### src/rtl/ext_in_cntrl.sv
// Input-port controller for the IN instruction: buffers producer bytes in a FIFO and stalls the PC on an empty read.
// Optional build macro EXT_IN_BYPASS_EN lets an IN on an empty FIFO take the producer byte directly.
module ext_in_cntrl #(
  parameter int DEPTH = 4
) (
  input  logic                         clk,
  input  logic                         rst,
  input  logic [7:0]                   ext_data,
  input  logic                         ext_valid,
  output logic                         ext_ready,
  input  logic [3:0]                   op,
  input  logic                         in_en,
  output logic [7:0]                   in_data,
  output logic                         pc_en,
  output logic                         in_avail,
  output logic [$clog2(DEPTH+1)-1:0]   fifo_count
);

  localparam int AW = $clog2(DEPTH);
  localparam int CW = $clog2(DEPTH+1);
  localparam logic [CW-1:0] FULL = CW'(DEPTH);
  localparam logic [3:0] OP_IN = 4'h7;

  logic [7:0]    mem [DEPTH];
  logic [AW-1:0] wr_ptr, rd_ptr;
  logic [CW-1:0] count;
  logic          rd_req, empty, byp, push, pop;

  // Handshake: a byte transfers on any posedge where ext_valid && ext_ready; the
  // producer holds ext_data/ext_valid stable until that transfer has happened.
  assign rd_req = in_en && (op == OP_IN);
  assign empty  = (count == '0);

`ifdef EXT_IN_BYPASS_EN
  assign byp = !rst && rd_req && empty && ext_valid;
`else
  assign byp = 1'b0;
`endif

  assign ext_ready  = !rst && ((count < FULL) || byp);
  // A bypassed byte is consumed by the IN directly and never enters the array.
  assign push       = ext_valid && ext_ready && !byp;
  assign pop        = rd_req && !empty;
  assign in_avail   = !empty;
  assign fifo_count = count;
  assign pc_en      = !(rd_req && empty) || byp;
  assign in_data    = !empty ? mem[rd_ptr] : (byp ? ext_data : 8'h00);

  always_ff @(posedge clk or posedge rst) begin
    if (rst) begin
      wr_ptr <= '0;
      rd_ptr <= '0;
      count  <= '0;
    end else begin
      if (push) wr_ptr <= wr_ptr + AW'(1);
      if (pop)  rd_ptr <= rd_ptr + AW'(1);
      case ({push, pop})
        2'b10:   count <= count + CW'(1);
        2'b01:   count <= count - CW'(1);
        default: count <= count;
      endcase
    end
  end

  always_ff @(posedge clk) begin
    if (push) mem[wr_ptr] <= ext_data;
  end

endmodule

### config.mk
export PLATFORM = sky130hd
export DESIGN_NAME = ext_in_cntrl
export DESIGN_NICKNAME = d
export VERILOG_FILES = /design/src/rtl/ext_in_cntrl.sv
export SDC_FILE = /design/constraint.sdc
export NUM_CORES = 1
export LEC_CHECK = 0
export CAP_MARGIN = 10
export CELL_PAD_IN_SITES_DETAIL_PLACEMENT = 1
export CELL_PAD_IN_SITES_GLOBAL_PLACEMENT = 2
export CORE_ASPECT_RATIO = 0.8
export CORE_MARGIN = 1.5
export CORE_UTILIZATION = 40
export CTS_CLUSTER_DIAMETER = 50
export DETAILED_ROUTE_END_ITERATION = 6
export GPL_TIMING_DRIVEN = 0
export PLACE_DENSITY_LB_ADDON = 0.2
export SYNTH_ARGS = -nofsm -noshare
export SYNTH_HDL_FRONTEND = slang
export SYNTH_SLANG_ARGS = --single-unit
### constraint.sdc
create_clock -name clk -period 4.1 [get_ports clk]
set_input_delay 0.615 -clock clk [delete_from_list [all_inputs] [get_ports clk]]
set_output_delay 0.615 -clock clk [all_outputs]
set_load 0.05 [all_outputs]
; ---- Word level (Yosys, flattened, before mapping)
; Memory sizes are Yosys's and may differ from the RTL's.
; Index checks and enable logic that the tools add are counted.
[word_totals]
reg_bits = 7
ram_bits = 32
input_bits = 16
output_inout_bits = 14
word_cells = 26
memories = 1
[mem_list]
columns = memory, words, width, read_ports, rd_ports_with_merged_regs, wr, line_no
row1 = mem, 4, 8, 1, 0, 1, 24  ; logic [7:0] mem [DEPTH];
[classes]
addsub = 4
magnitude_cmp = 1
eq_ne = 3
mux = 4
n_reduce_logical = 10
[op_table]
columns = operator, n
row1 = 2-to-1 mux 8 bit, 1
row2 = one-hot mux 3 bit (2 select lines), 1
row3 = logical AND 1 bit, 5
row4 = adder 2 x 1 -> 2 bit (second input constant), 2
row5 = == test 4 x 3 -> 1 bit (second input constant), 1
row6 = adder 3 x 1 -> 3 bit (second input constant), 1
row7 = logical NOT 1 bit, 3
row8 = logical NOT 3 bit, 1
row9 = less-than comparator 3 bit (second input constant), 1
row10 = subtractor 3 x 1 -> 3 bit (second input constant), 1
row11 = == test 2 x 1 -> 1 bit (second input constant), 1
row12 = == test 2 bit (second input constant), 1
row13 = 2-to-1 mux 1 bit, 2
row14 = nonzero test 2 bit, 1

; ---- Longest topological paths before layout
[depth]
depth_word = 5
ltp_mapped = 9
depth_no_buf = 9

; ---- Least setup slack after synthesis
; Ideal clock, no wire load.
[synth_path]
path_type = reg-to-reg
from = register count[2] (netlist: fifo_count[2])
to = register count[2] (netlist: fifo_count[2])
setup_ps = 146
arrival_time_ps = 2522
required_ps = 3954
setup_slack_ps = 1432
path_stages_with_launch = 10
n_path_buf = 0
synth_period_minus_slack_ps = 2668
path_cell_list = dfrtp_1 -> nor2_1 -> and2_1 -> inv_1 -> ha_1 -> inv_1 -> fa_1 -> xor2_1 -> nor2_1 -> xor2_1
[synth_between]
elab_chain_len = 5
word_cells_on_any_way = 12
classes_between = add/sub: 2 / order compare: 1 / eq/ne: 2 / mux: 1 / reduce/logical: 6
[synth_lines]
columns = item, line_no
row1 = start: declaration, 26  ; logic [CW-1:0] count;
row2 = start signal: assignment, 58  ; 2'b10: count <= count + CW'(1);
row3 = start signal: assignment, 59  ; 2'b01: count <= count - CW'(1);
row4 = start signal: assignment, 60  ; default: count <= count;
row5 = less-than comparator 3 bit (*), 40  ; assign ext_ready = !rst && ((count < FULL) || byp);
row6 = logical AND 1 bit (*), 40
row7 = named net ext_ready, 10  ; output logic ext_ready,
row8 = logical AND 1 bit (*), 42  ; assign push = ext_valid && ext_ready && !byp;
row9 = == test 2 x 1 -> 1 bit or == test 2 bit (tied branches), 57  ; case ({push, pop})
row10 = one-hot mux 3 bit (2 select lines) or nonzero test 2 bit (tied branches), --
; The timed path passes the listed nets; every way through them passes the cells marked *.
; A chain may end at the register's enable or synchronous reset.

; ---- Worst setup path after layout
[layout_path]
from = register count[0] (netlist: fifo_count[0])
to = output port pc_en
[layout_between]
elab_chain_len = 3
[layout_lines]
columns = item, line_no
row1 = logical NOT 3 bit, 32  ; assign empty = (count == '0);
row2 = logical AND 1 bit, 46  ; assign pc_en = !(rd_req && empty) || byp;
row3 = logical NOT 1 bit, 46
row4 = end: declaration, 14  ; output logic pc_en,
; No other way between the ends.

==> results.md <==
- Outcome: completed
- Worst Path Class, Setup: reg2out
- Yosys warning total: 0
- Max Clk Rate: 344 MHz
- Synth Area per Inst: 18.0 um^2
- First-pass GRT wire length: 4.82 mm
- Yosys cell types: 21
- Worst EP arrival: 2.29 ns
- Post-CTS setup buffer count: 0
- RSZ-0062 raised after global routing: false
- DP HPWL: 2.16 mm
- Final Cycle Share: 0.709
- H-tree Lvls: 2
- Max Slew Vio Count: 0
- Maximum vdd drop: 0.000262 V
- Total GRT Usage: 0.156
- M1 GR Usage: 0.218
- GRT busiest layer: met2
- Largest net degree at the start of global routing: 14
- Vias: 888
- Port Buf Inserts: 29
- Area share of the largest cell type after synthesis: 0.581
- M2 GR Usage: 0.233
- Antenna cells: 0
- Power Density: 730 nW/um^2
- Global route overflow: 0
- Post-place setup slack: 1.22 ns
- Fin crit period: 2.91 ns
- Later-pin clock latency in the skew report: 0.28 ns
- Ports: 30
- Share of post-route cells with drive strength above 1: 0.178
- Static leakage: 0.762 nW
- Core box area: 3880 um^2
- Total power: 1.53 mW
- Critical path required time: 3.48 ns
- Post-CTS Hold Fix Bufs: 0
- Antenna violations before repair: 0
- RD Place Congestion: 0.709
- M3 GR Usage: 0.0515
- Worst Path Max Fanout: 10
- Top cell type by total area after synthesis: edfxtp_1
- Rel. slew slack: 0.663
- Fillers: 370
- Post-Syn Nets: 114
- Synth-to-Final Area Change: 27.1%
- Number of global-route vias before repair: 950
- Seq/Total Area, Yosys: 0.687
- Setup Skew: 0.00223 ns
- R2R Setup Slk: 1.92 ns
- Post-CTS Resized: 0
- Hold Path Class: reg2reg
- Row count: 20
- Area of the multi-input gates: 467 um^2
- Detail Route Antenna Nets: 0
- Die height: 60.5 um
- Final Hold Viols: 0
- DR vias/cell: 4.83
- Final nets: 150
- Final setup violation count: 0
- Reg clk slew, reported paths: 0.07 ns
- Setup TNS: 0 ns
- DR pass1 iterations: 3
- CTS tree: built
- Root buf cell: clkbuf_8
- Remaining DRCs: 0
- Initial Utilization: 0.426
- WL per Instance: 16.4 um
- Max_cap viols: 0
- Cells after synthesis: 92
- Initial drt markers: 69
- Num Clock Sinks: 39
- Area of the die: 4530 um^2
- Worst Setup Slack, final: 1.19 ns
- Synth top area cells: edfxtp_1 (58%), mux4_2 (11%), dfrtp_1 (11%)
- Synthesized flop and latch total: 39
- CP startpoint kind: register
- Worst Tran Pin Value: 0.503 ns
- Die width: 74.9 um
- CP Capture Type: output port
- Final Routed Wirelength: 3.03 mm
- Register area: 1140 um^2
- Netlist Area Pre-Place: 1650 um^2
- CTS Buffer Depth: 2
- TritonCTS buffer count: 5
==> Yosys cell counts <==
library cell	count
edfxtp_1	32
mux4_2	8
nor2b_1	8
dfrtp_1	7
inv_1	7
ha_1	5
and3_1	4
xor2_1	4
buf_4	2
nor2_1	2
nor3_2	2
xnor2_1	2
and2_1	1
clkbuf_2	1
fa_1	1
inv_2	1
mux2_2	1
mux2i_1	1
nand4_1	1
nor4b_1	1
or3_1	1
==> layout make-up <==
cell class | count | area share
buffer | 3 | 0.00953
clock buffer | 5 | 0.0328
clock inverter | 3 | 0.00953
inverter | 8 | 0.0143
multi-input combinational | 42 | 0.222
sequential | 39 | 0.541
tap | 55 | 0.0328
timing repair buffer | 29 | 0.138
==> sequential cells by signal, summed over array words and instances, names as in the netlist <==
register / flops
mem: 32
wr_ptr: 2
fifo_count: 3
rd_ptr: 2
==> power breakdown <==
| part | switching (mW) | leakage, nW | internal [mW] |
|---|---|---|---|
| Combinational | 0.461 | 0.349 | 0.292 |
| Clock | 0.134 | 0.0402 | 0.118 |
| Sequential | 0.0369 | 0.372 | 0.491 |
| Total | 0.631 | 0.762 | 0.901 |
==> metrics by stage <==
step / hold WS, ns / utilization / cells / cell area (um^2)
2_1_floorplan: 0.418 / - / 92 / 1650
3_3_place_gp: 0.518 / 0.519 / 176 / 2010
3_5_place_dp: 0.544 / 0.519 / 176 / 2010
4_1_cts: 0.554 / 0.542 / 184 / 2100
5_1_grt: 0.588 / 0.542 / 184 / 2100
6_report: 0.546 / 0.542 / 184 / 2100
==> worst paths after layout <==
check                                           from                        end  cells past startpoint
max in group asynchronous                        rst      wr_ptr[0]$_DFFE_PP0P_                      2
min                        fifo_count[2]$_DFFE_PP0P_  fifo_count[2]$_DFFE_PP0P_                      1
min in group asynchronous                        rst      rd_ptr[1]$_DFFE_PP0P_                      2
max                        fifo_count[0]$_DFFE_PP0P_                      pc_en                      5
min reg2reg                fifo_count[2]$_DFFE_PP0P_  fifo_count[2]$_DFFE_PP0P_                      1
max reg2reg                fifo_count[0]$_DFFE_PP0P_  fifo_count[2]$_DFFE_PP0P_                      9
==> logic make-up after synthesis <==
| group | synth area share |
|---|---|
| xor gates and xnor gates | 0.0318 |
| adders and majority gates | 0.0500 |
| muxes | 0.122 |
| DFF | 0.687 |
| and+or+nand+nor | 0.0787 |
| buffers and inverters | 0.0303 |
==> placed cells by master, fill, tap and decap left out <==
master           instances
and2_1                   1
and3_1                   4
buf_4                    2
clkbuf_2                 1
clkbuf_8                 5
clkdlybuf4s50_1         29
clkinv_2                 1
clkinvlp_4               2
dfrtp_1                  7
edfxtp_1                32
fa_1                     1
ha_1                     5
inv_1                    7
inv_2                    1
mux2_2                   1
mux2i_1                  1
mux4_2                   8
nand4_1                  1
nor2_1                   2
nor2b_1                  8
nor3_2                   2
nor4b_1                  1
or3_1                    1
xnor2_1                  2
xor2_1                   4
==> critical path, cell delays in order, from the launching register on <==
cell	delay [ns]
dfrtp_1	0.44
nor3_2	0.24
buf_4	0.23
inv_2	0.05
or3_1	0.34
clkdlybuf4s50_1	0.70
==> layer usage <==
| metal | up-vias | routed length (um) |
|---|---|---|
| li1 | 410 | - |
| met1 | 455 | 1450 |
| met2 | 17 | 1450 |
| met3 | 6 | 100 |
| met4 | 0 | 27 |
| met5 | - | 0 |
No activity file was read; power rests on OpenSTA's default activity.
